`config.mk`:
```
export PLATFORM = sky130hd
export DESIGN_NAME = ip_sequencer_flat
export DESIGN_NICKNAME = d
export VERILOG_FILES = /design/src/rtl/tis_node_pkg.sv /design/src/rtl/ip_sequencer_if.sv /design/src/rtl/ip_jro_clamp.sv /design/src/rtl/ip_sequencer.sv /design/src/flat_wrapper.sv
export SDC_FILE = /design/constraint.sdc
export NUM_CORES = 1
export LEC_CHECK = 0
export ABC_CLOCK_PERIOD_IN_PS = 4900
export BUFFER_PORTS_ARGS = -buffer_cell sky130_fd_sc_hd__buf_2
export CORE_MARGIN = 10
export CORE_UTILIZATION = 49
export CTS_CLUSTER_DIAMETER = 150
export DETAILED_ROUTE_END_ITERATION = 10
export GPL_ROUTABILITY_DRIVEN = 0
export GPL_TIMING_DRIVEN = 0
export PLACE_DENSITY_LB_ADDON = 0.2
export SYNTH_ARGS = -nofsm -noshare
export SYNTH_HDL_FRONTEND = slang
export SYNTH_SLANG_ARGS = --single-unit
```
`constraint.sdc`:
```
create_clock -name clk -period 4.9 [get_ports clk]
set_input_delay 1.225 -clock clk [delete_from_list [all_inputs] [get_ports clk]]
set_output_delay 1.225 -clock clk [all_outputs]
set_load 0.005 [all_outputs]
```
`src/rtl/tis_node_pkg.sv`:
```
// Shared definitions for the TIS-100 execution node.
// Holds the default datapath widths, the TIS value range, the next-address op
// encoding used by the decoder and the sequencer, and the sequencer state type.
// No ports: compile-time definitions only.
package tis_node_pkg;

  localparam int DEFAULT_AW  = 8;
  localparam int DEFAULT_DW  = 11;
  localparam int DEFAULT_SCW = 8;

  localparam int TIS_MAX = 999;
  localparam int TIS_MIN = -999;

  localparam logic [2:0] OP_NEXT = 3'd0;
  localparam logic [2:0] OP_JMP  = 3'd1;
  localparam logic [2:0] OP_JEZ  = 3'd2;
  localparam logic [2:0] OP_JNZ  = 3'd3;
  localparam logic [2:0] OP_JGZ  = 3'd4;
  localparam logic [2:0] OP_JLZ  = 3'd5;
  localparam logic [2:0] OP_JRO  = 3'd6;
  localparam logic [2:0] OP_HOLD = 3'd7;

  typedef enum logic {
    ST_RUN     = 1'b0,
    ST_STALLED = 1'b1
  } seq_state_e;

endpackage

```
`src/rtl/ip_sequencer_if.sv`:
```
// Bundle between the decoder/ALU side (master) and the instruction-pointer
// sequencer (slave).
// Master drives: stall, op, acc, jaddr, joff, prog_last.
// Slave drives : addr_instr, taken, wrapped, bad_target, stall_cnt.
interface ip_sequencer_if
  import tis_node_pkg::*;
#(
  parameter int AW  = DEFAULT_AW,
  parameter int DW  = DEFAULT_DW,
  parameter int SCW = DEFAULT_SCW
);

  logic                 stall;
  logic [2:0]           op;
  logic signed [DW-1:0] acc;
  logic [AW-1:0]        jaddr;
  logic signed [DW-1:0] joff;
  logic [AW-1:0]        prog_last;

  logic [AW-1:0]        addr_instr;
  logic                 taken;
  logic                 wrapped;
  logic                 bad_target;
  logic [SCW-1:0]       stall_cnt;

  modport master (
    output stall, op, acc, jaddr, joff, prog_last,
    input  addr_instr, taken, wrapped, bad_target, stall_cnt
  );

  modport slave (
    input  stall, op, acc, jaddr, joff, prog_last,
    output addr_instr, taken, wrapped, bad_target, stall_cnt
  );

endinterface

```
`src/rtl/ip_jro_clamp.sv`:
```
// Relative-jump target computation: pc + joff, clamped to [0, prog_last].
// Ports: pc (current address), joff (signed offset), prog_last (last valid
// index), target (clamped address). Purely combinational.
module ip_jro_clamp #(
  parameter int AW = 8,
  parameter int DW = 11
) (
  input  logic [AW-1:0]        pc,
  input  logic signed [DW-1:0] joff,
  input  logic [AW-1:0]        prog_last,
  output logic [AW-1:0]        target
);

  localparam int SW = DW + 2;

  logic signed [SW-1:0] pc_ext;
  logic signed [SW-1:0] off_ext;
  logic signed [SW-1:0] last_ext;
  logic signed [SW-1:0] sum;

  // The pc is an unsigned address, so it is widened with zeros; two extra
  // bits keep the sum from overflowing for any pc/offset combination.
  always_comb begin
    pc_ext   = signed'({{(SW-AW){1'b0}}, pc});
    last_ext = signed'({{(SW-AW){1'b0}}, prog_last});
    off_ext  = {{2{joff[DW-1]}}, joff};
    sum      = pc_ext + off_ext;
    if (sum < 0) begin
      target = '0;
    end else if (sum > last_ext) begin
      target = prog_last;
    end else begin
      target = sum[AW-1:0];
    end
  end

endmodule

```
`src/rtl/ip_sequencer.sv`:
```
// Instruction-pointer sequencer for a TIS-100 execution node.
// Holds the current instruction address and computes the next one every
// cycle: sequential advance with wrap, absolute/conditional jumps with a
// program-range check, clamped relative jumps, hold, and stall with a
// saturating stall counter.
// Ports: clk, rst (synchronous, active high), bus (ip_sequencer_if.slave).
module ip_sequencer
  import tis_node_pkg::*;
#(
  parameter int AW  = DEFAULT_AW,
  parameter int DW  = DEFAULT_DW,
  parameter int SCW = DEFAULT_SCW
) (
  input logic           clk,
  input logic           rst,
  ip_sequencer_if.slave bus
);

  seq_state_e     state_q, state_d;
  logic [AW-1:0]  addr_q, addr_d;
  logic           taken_q, taken_d;
  logic           wrapped_q, wrapped_d;
  logic           bad_q, bad_d;
  logic [SCW-1:0] cnt_q, cnt_d;

  logic [AW-1:0]  jro_addr;
  logic [AW:0]    pc_plus1;
  logic           acc_zero;
  logic           acc_neg;
  logic           do_jump;
  logic           do_seq;

  ip_jro_clamp #(.AW(AW), .DW(DW)) u_jro_clamp (
    .pc        (addr_q),
    .joff      (bus.joff),
    .prog_last (bus.prog_last),
    .target    (jro_addr)
  );

  // Next-state selection. A stall freezes the address and clears the
  // redirect flags; otherwise op picks between sequential advance, an
  // absolute jump, the clamped relative jump or hold.
  always_comb begin
    state_d   = ST_RUN;
    addr_d    = addr_q;
    taken_d   = 1'b0;
    wrapped_d = 1'b0;
    bad_d     = 1'b0;
    cnt_d     = '0;
    do_jump   = 1'b0;
    do_seq    = 1'b0;
    acc_zero  = (bus.acc == '0);
    acc_neg   = bus.acc[DW-1];
    pc_plus1  = {1'b0, addr_q} + 1'b1;

    if (bus.stall) begin
      state_d = ST_STALLED;
      // Entering a stall always starts the count at one.
      if (state_q == ST_STALLED) begin
        cnt_d = (cnt_q == {SCW{1'b1}}) ? cnt_q : cnt_q + 1'b1;
      end else begin
        cnt_d = {{(SCW-1){1'b0}}, 1'b1};
      end
    end else begin
      case (bus.op)
        OP_NEXT: do_seq = 1'b1;
        OP_JMP:  do_jump = 1'b1;
        OP_JEZ:  begin do_jump = acc_zero;              do_seq = !acc_zero; end
        OP_JNZ:  begin do_jump = !acc_zero;             do_seq = acc_zero; end
        OP_JGZ:  begin do_jump = !acc_zero && !acc_neg; do_seq = acc_zero || acc_neg; end
        OP_JLZ:  begin do_jump = acc_neg;               do_seq = !acc_neg; end
        OP_JRO:  begin
          addr_d  = jro_addr;
          // A relative jump that lands on pc+1 is indistinguishable from
          // sequential flow, so it does not count as a redirect.
          taken_d = ({1'b0, jro_addr} != pc_plus1);
        end
        default: ;
      endcase

      if (do_jump) begin
        taken_d = 1'b1;
        if (bus.jaddr > bus.prog_last) begin
          addr_d = '0;
          bad_d  = 1'b1;
        end else begin
          addr_d = bus.jaddr;
        end
      end else if (do_seq) begin
        // ">=" also recovers a pc left beyond a shrunken program.
        if (addr_q >= bus.prog_last) begin
          addr_d    = '0;
          wrapped_d = 1'b1;
        end else begin
          addr_d = addr_q + 1'b1;
        end
      end
    end
  end

  // Single register process for the state and every registered output.
  always_ff @(posedge clk) begin
    if (rst) begin
      state_q   <= ST_RUN;
      addr_q    <= '0;
      taken_q   <= 1'b0;
      wrapped_q <= 1'b0;
      bad_q     <= 1'b0;
      cnt_q     <= '0;
    end else begin
      state_q   <= state_d;
      addr_q    <= addr_d;
      taken_q   <= taken_d;
      wrapped_q <= wrapped_d;
      bad_q     <= bad_d;
      cnt_q     <= cnt_d;
    end
  end

  assign bus.addr_instr = addr_q;
  assign bus.taken      = taken_q;
  assign bus.wrapped    = wrapped_q;
  assign bus.bad_target = bad_q;
  assign bus.stall_cnt  = cnt_q;

endmodule

```
`src/flat_wrapper.sv`:
```
// flat-port wrapper written by rule: the top's interface ports become plain ports
module ip_sequencer_flat import tis_node_pkg::*;
#(
  parameter int AW  = DEFAULT_AW,
  parameter int DW  = DEFAULT_DW,
  parameter int SCW = DEFAULT_SCW
)
  (clk, rst, bus_stall, bus_op, bus_acc, bus_jaddr, bus_joff, bus_prog_last, bus_addr_instr, bus_taken, bus_wrapped, bus_bad_target, bus_stall_cnt);
  ip_sequencer_if #(.AW(AW), .DW(DW), .SCW(SCW)) bus_i ();
  input logic clk;
  input logic rst;
  input wire logic [$bits(bus_i.stall)-1:0] bus_stall;
  input wire logic [$bits(bus_i.op)-1:0] bus_op;
  input wire logic [$bits(bus_i.acc)-1:0] bus_acc;
  input wire logic [$bits(bus_i.jaddr)-1:0] bus_jaddr;
  input wire logic [$bits(bus_i.joff)-1:0] bus_joff;
  input wire logic [$bits(bus_i.prog_last)-1:0] bus_prog_last;
  output wire logic [$bits(bus_i.addr_instr)-1:0] bus_addr_instr;
  output wire logic [$bits(bus_i.taken)-1:0] bus_taken;
  output wire logic [$bits(bus_i.wrapped)-1:0] bus_wrapped;
  output wire logic [$bits(bus_i.bad_target)-1:0] bus_bad_target;
  output wire logic [$bits(bus_i.stall_cnt)-1:0] bus_stall_cnt;
  assign bus_i.stall = bus_stall;
  assign bus_i.op = bus_op;
  assign bus_i.acc = bus_acc;
  assign bus_i.jaddr = bus_jaddr;
  assign bus_i.joff = bus_joff;
  assign bus_i.prog_last = bus_prog_last;
  assign bus_addr_instr = bus_i.addr_instr;
  assign bus_taken = bus_i.taken;
  assign bus_wrapped = bus_i.wrapped;
  assign bus_bad_target = bus_i.bad_target;
  assign bus_stall_cnt = bus_i.stall_cnt;
  ip_sequencer #(.AW(AW), .DW(DW), .SCW(SCW)) u_core (.clk(clk), .rst(rst), .bus(bus_i));
endmodule
```
==> results.tsv <==
metric	value	unit
initial_core_util	0.517	
p_sw	242	uW
synth_area	2510	um^2
finalSetupViolCount	0	
fp.dieH	91.5	um
yosys.cell_types.count	62	
worst_hold_path_type	register to register	
maxSlewViolCount	0	
r2r_cells	19	
setup_ws	88.1	ps
pwr-share-comb	0.477	
cts-buffers-inserted	3	
cts_max_level	1	
grt_pass1_wl	11.9	mm
ys_seq_area_frac	0.160	
fmax	0.208	GHz
grt_max_degree	13	
holdBufCountCts	0	
slew_headroom	0.518	
finalHoldViolCount	0	
dpl.hpwl	5.96	mm
startpoint	bus_joff[0]	
r2r_slack	410	ps
worstMarginPinSlew	723	ps
power_frac_clock	0.246	
areaGrowthSynthToFinish	22.7	%
die_w	91.5	um
vias_per_cell	5.78	
r2r_start	u_core.bus.addr_instr[0]	
drtIter0Drc	135	
postPlaceCellArea	2890	um^2
layout_commonest_cell	buf_2	
reg2reg_to	u_core.bus.taken	
switching_share	0.360	
path_max_fanout	7	
fp.dieArea	8380	um^2
cts-root-buf	clkbuf_8	
yosysWarnings	0	
grt_setup_unrepaired	no	
syn-num-nets	391	
place_ws	-526	ps
synthArstFlopShare	0	
final_cell_area	3080	um^2
synth.area.top_cells	ha_1 (17%), dfxtp_1 (16%), xnor2_1 (5.2%), nor2_1 (4.8%), a21oi_1 (4.2%)	
drc_errors	0	
crit_required	5050	ps
dp.cells	439	
leakage	1.42	nW
vdd_drop_max	101	uV
fin_nets	460	
outcome	finished, final reports clean	
final_cell_mix	buf_2 (60), ha_1 (33), nor2_1 (32)	
num-fill-cells	444	
antenna_found_initial	0	
rows	25	
seq_power_share	0.277	
final_layout_size_suffix_gt1_frac	0.268	
cts_tree	yes	
cts.sinks	20	
p_int	429	uW
grt_pass1_vias	2550	
finalClockSkew	6.13	ps
power_density	218	nW/um^2
vias	2582	
synth_edf_count	0	
yosys_register_bits	20	
grt-ovfl-total	0	
critical_path.endpoint	u_core.bus.taken	
path_class	input port to register	
crit_path_start_kind	input port	
yosysTopAreaCell	ha_1	
core	4850	um^2
ctsLongestPathBuffers	2	
pin_count	63	
clock_latency	260	ps
worstSetupEndpointType	register	
min_period_over_period	0.982	
portBuffers	60	
wirelength	7.27	mm
maxCapViolCount	0	
cp.arrival	4960	ps
wl_per_cell	16.3	um
n_antenna_cell	0	
min_period	4810	ps
clk_pin_slew	80	ps
drtAntennaViolNets	0	
synth_top_area_share	0.170	
post_synth.cell_area_avg	8.04	um^2
gr-usage-all-layers	0.166	
dr.pass1.iters	4	
netlist_instances	312	
finalNonFillerCells	447	
synth_top_flop_cell	dfxtp_1	
[repair_timing]
action	CTS	global route
buffers inserted	3	1
gates resized for setup	8	7
setup endpoints to repair	4	6
pin swaps	6	8
[how the worst min path moves through the flow]
stage / cells after the start / start / slack [ps] / to
CTS: 1 / u_core.state_q / 450 / u_core.bus.stall_cnt[0]
global route: 1 / u_core.state_q / 470 / u_core.bus.stall_cnt[0]
finish: 1 / u_core.state_q / 440 / u_core.bus.stall_cnt[0]
global placement: 1 / u_core.state_q / 420 / u_core.bus.stall_cnt[0]
detailed placement: 1 / u_core.state_q / 440 / u_core.bus.stall_cnt[0]
floorplan: 1 / u_core.state_q / 420 / u_core.bus.stall_cnt[0]
[logic make-up (layout without fill, tap and decap cells)]
kind of cell	after synthesis	count (layout)	synth area share
and+or+nand+nor	108	108	0.227
buffers and inverters	26	94	0.0434
muxes	13	13	0.0619
adders and majority gates	35	35	0.178
AOI/OAI and AO/OA	89	89	0.254
DFF	20	20	0.160
xor gates and xnor gates	21	21	0.0763
[registers in the layout, indices dropped and copies added (netlist names)]
name	flops
u_core.bus.wrapped	1
u_core.bus.taken	1
u_core.bus.stall_cnt	8
u_core.bus.bad_target	1
u_core.state_q	1
u_core.bus.addr_instr	8
[metrics by stage]
step	power [mW]	hold slack (ps)	setup TNS [ps]	utilization
after global placement	0.465	420	-2390	0.596
after CTS	0.655	446	0	0.625
after detailed placement	0.472	444	-2750	0.596
after global routing	0.711	475	0	0.634
final	0.671	443	0	0.634
after floorplan	0.391	416	0	-
[Yosys cell counts (2+ instances only)]
cell	count
ha_1	34
nor2_1	32
a21oi_1	21
dfxtp_1	20
inv_1	19
nand3_1	15
xnor2_1	15
nand2_1	14
a211oi_1	9
nor3_1	9
o21ai_0	9
nand2b_1	7
a21o_1	6
o21a_1	6
a22oi_1	5
clkbuf_1	5
mux2i_1	5
xor2_1	5
a31oi_1	4
and3_1	4
mux2_4	4
nor2b_1	4
nor4_1	4
or3_1	4
and2_1	3
mux2_2	3
nand4_1	3
o211ai_1	3
a21boi_0	2
a2bb2oi_1	2
a31o_2	2
o21ai_1	2
o22ai_1	2
o41ai_1	2
[final cells by class]
type,instances,area (um^2),share of cell area
Clock buffer,3,41.3,0.0134
Clock inverter,1,30.0,0.00976
Inverter,19,71.3,0.0232
Sequential cell,20,400,0.130
Multi-Input combinational cell,266,2080,0.677
Timing Repair Buffer,64,330,0.107
Tap cell,67,83.8,0.0273
Buffer,7,37.5,0.0122
[critical path, stage by stage]
cell	delay, ps
buf_2	80
ha_2	200
inv_1	60
fa_2	360
nand2b_4	160
a21oi_2	210
nor2_1	110
xnor2_2	150
ha_1	310
nand4_1	100
nor2_1	50
a31oi_1	150
a21boi_4	280
nor4b_4	80
nor2_4	260
mux2_4	370
mux2_4	210
a22oi_2	50
mux2_1	300
o31a_1	240
[power by group through the flow]
stage | combinational (mW) | sequential [mW] | clock (mW)
after floorplan | 0.206 | 0.184 | 0
after global placement | 0.276 | 0.189 | 0
after detailed placement | 0.282 | 0.189 | 0
after CTS | 0.304 | 0.186 | 0.166
after global routing | 0.353 | 0.187 | 0.171
final | 0.320 | 0.186 | 0.165
[routing by layer]
metal | part of all wire | wire length (um) | track usage | up-vias
li1 | - | - | - | 1303
met2 | 0.48 | 3520 | 0.289 | 75
met4 | 0.012 | 89 | 0.0352 | 0
met3 | 0.061 | 444 | 0.0354 | 11
met5 | 0 | 0 | 0 | -
met1 | 0.44 | 3220 | 0.204 | 1193
(Power assumes the default switching activity.)
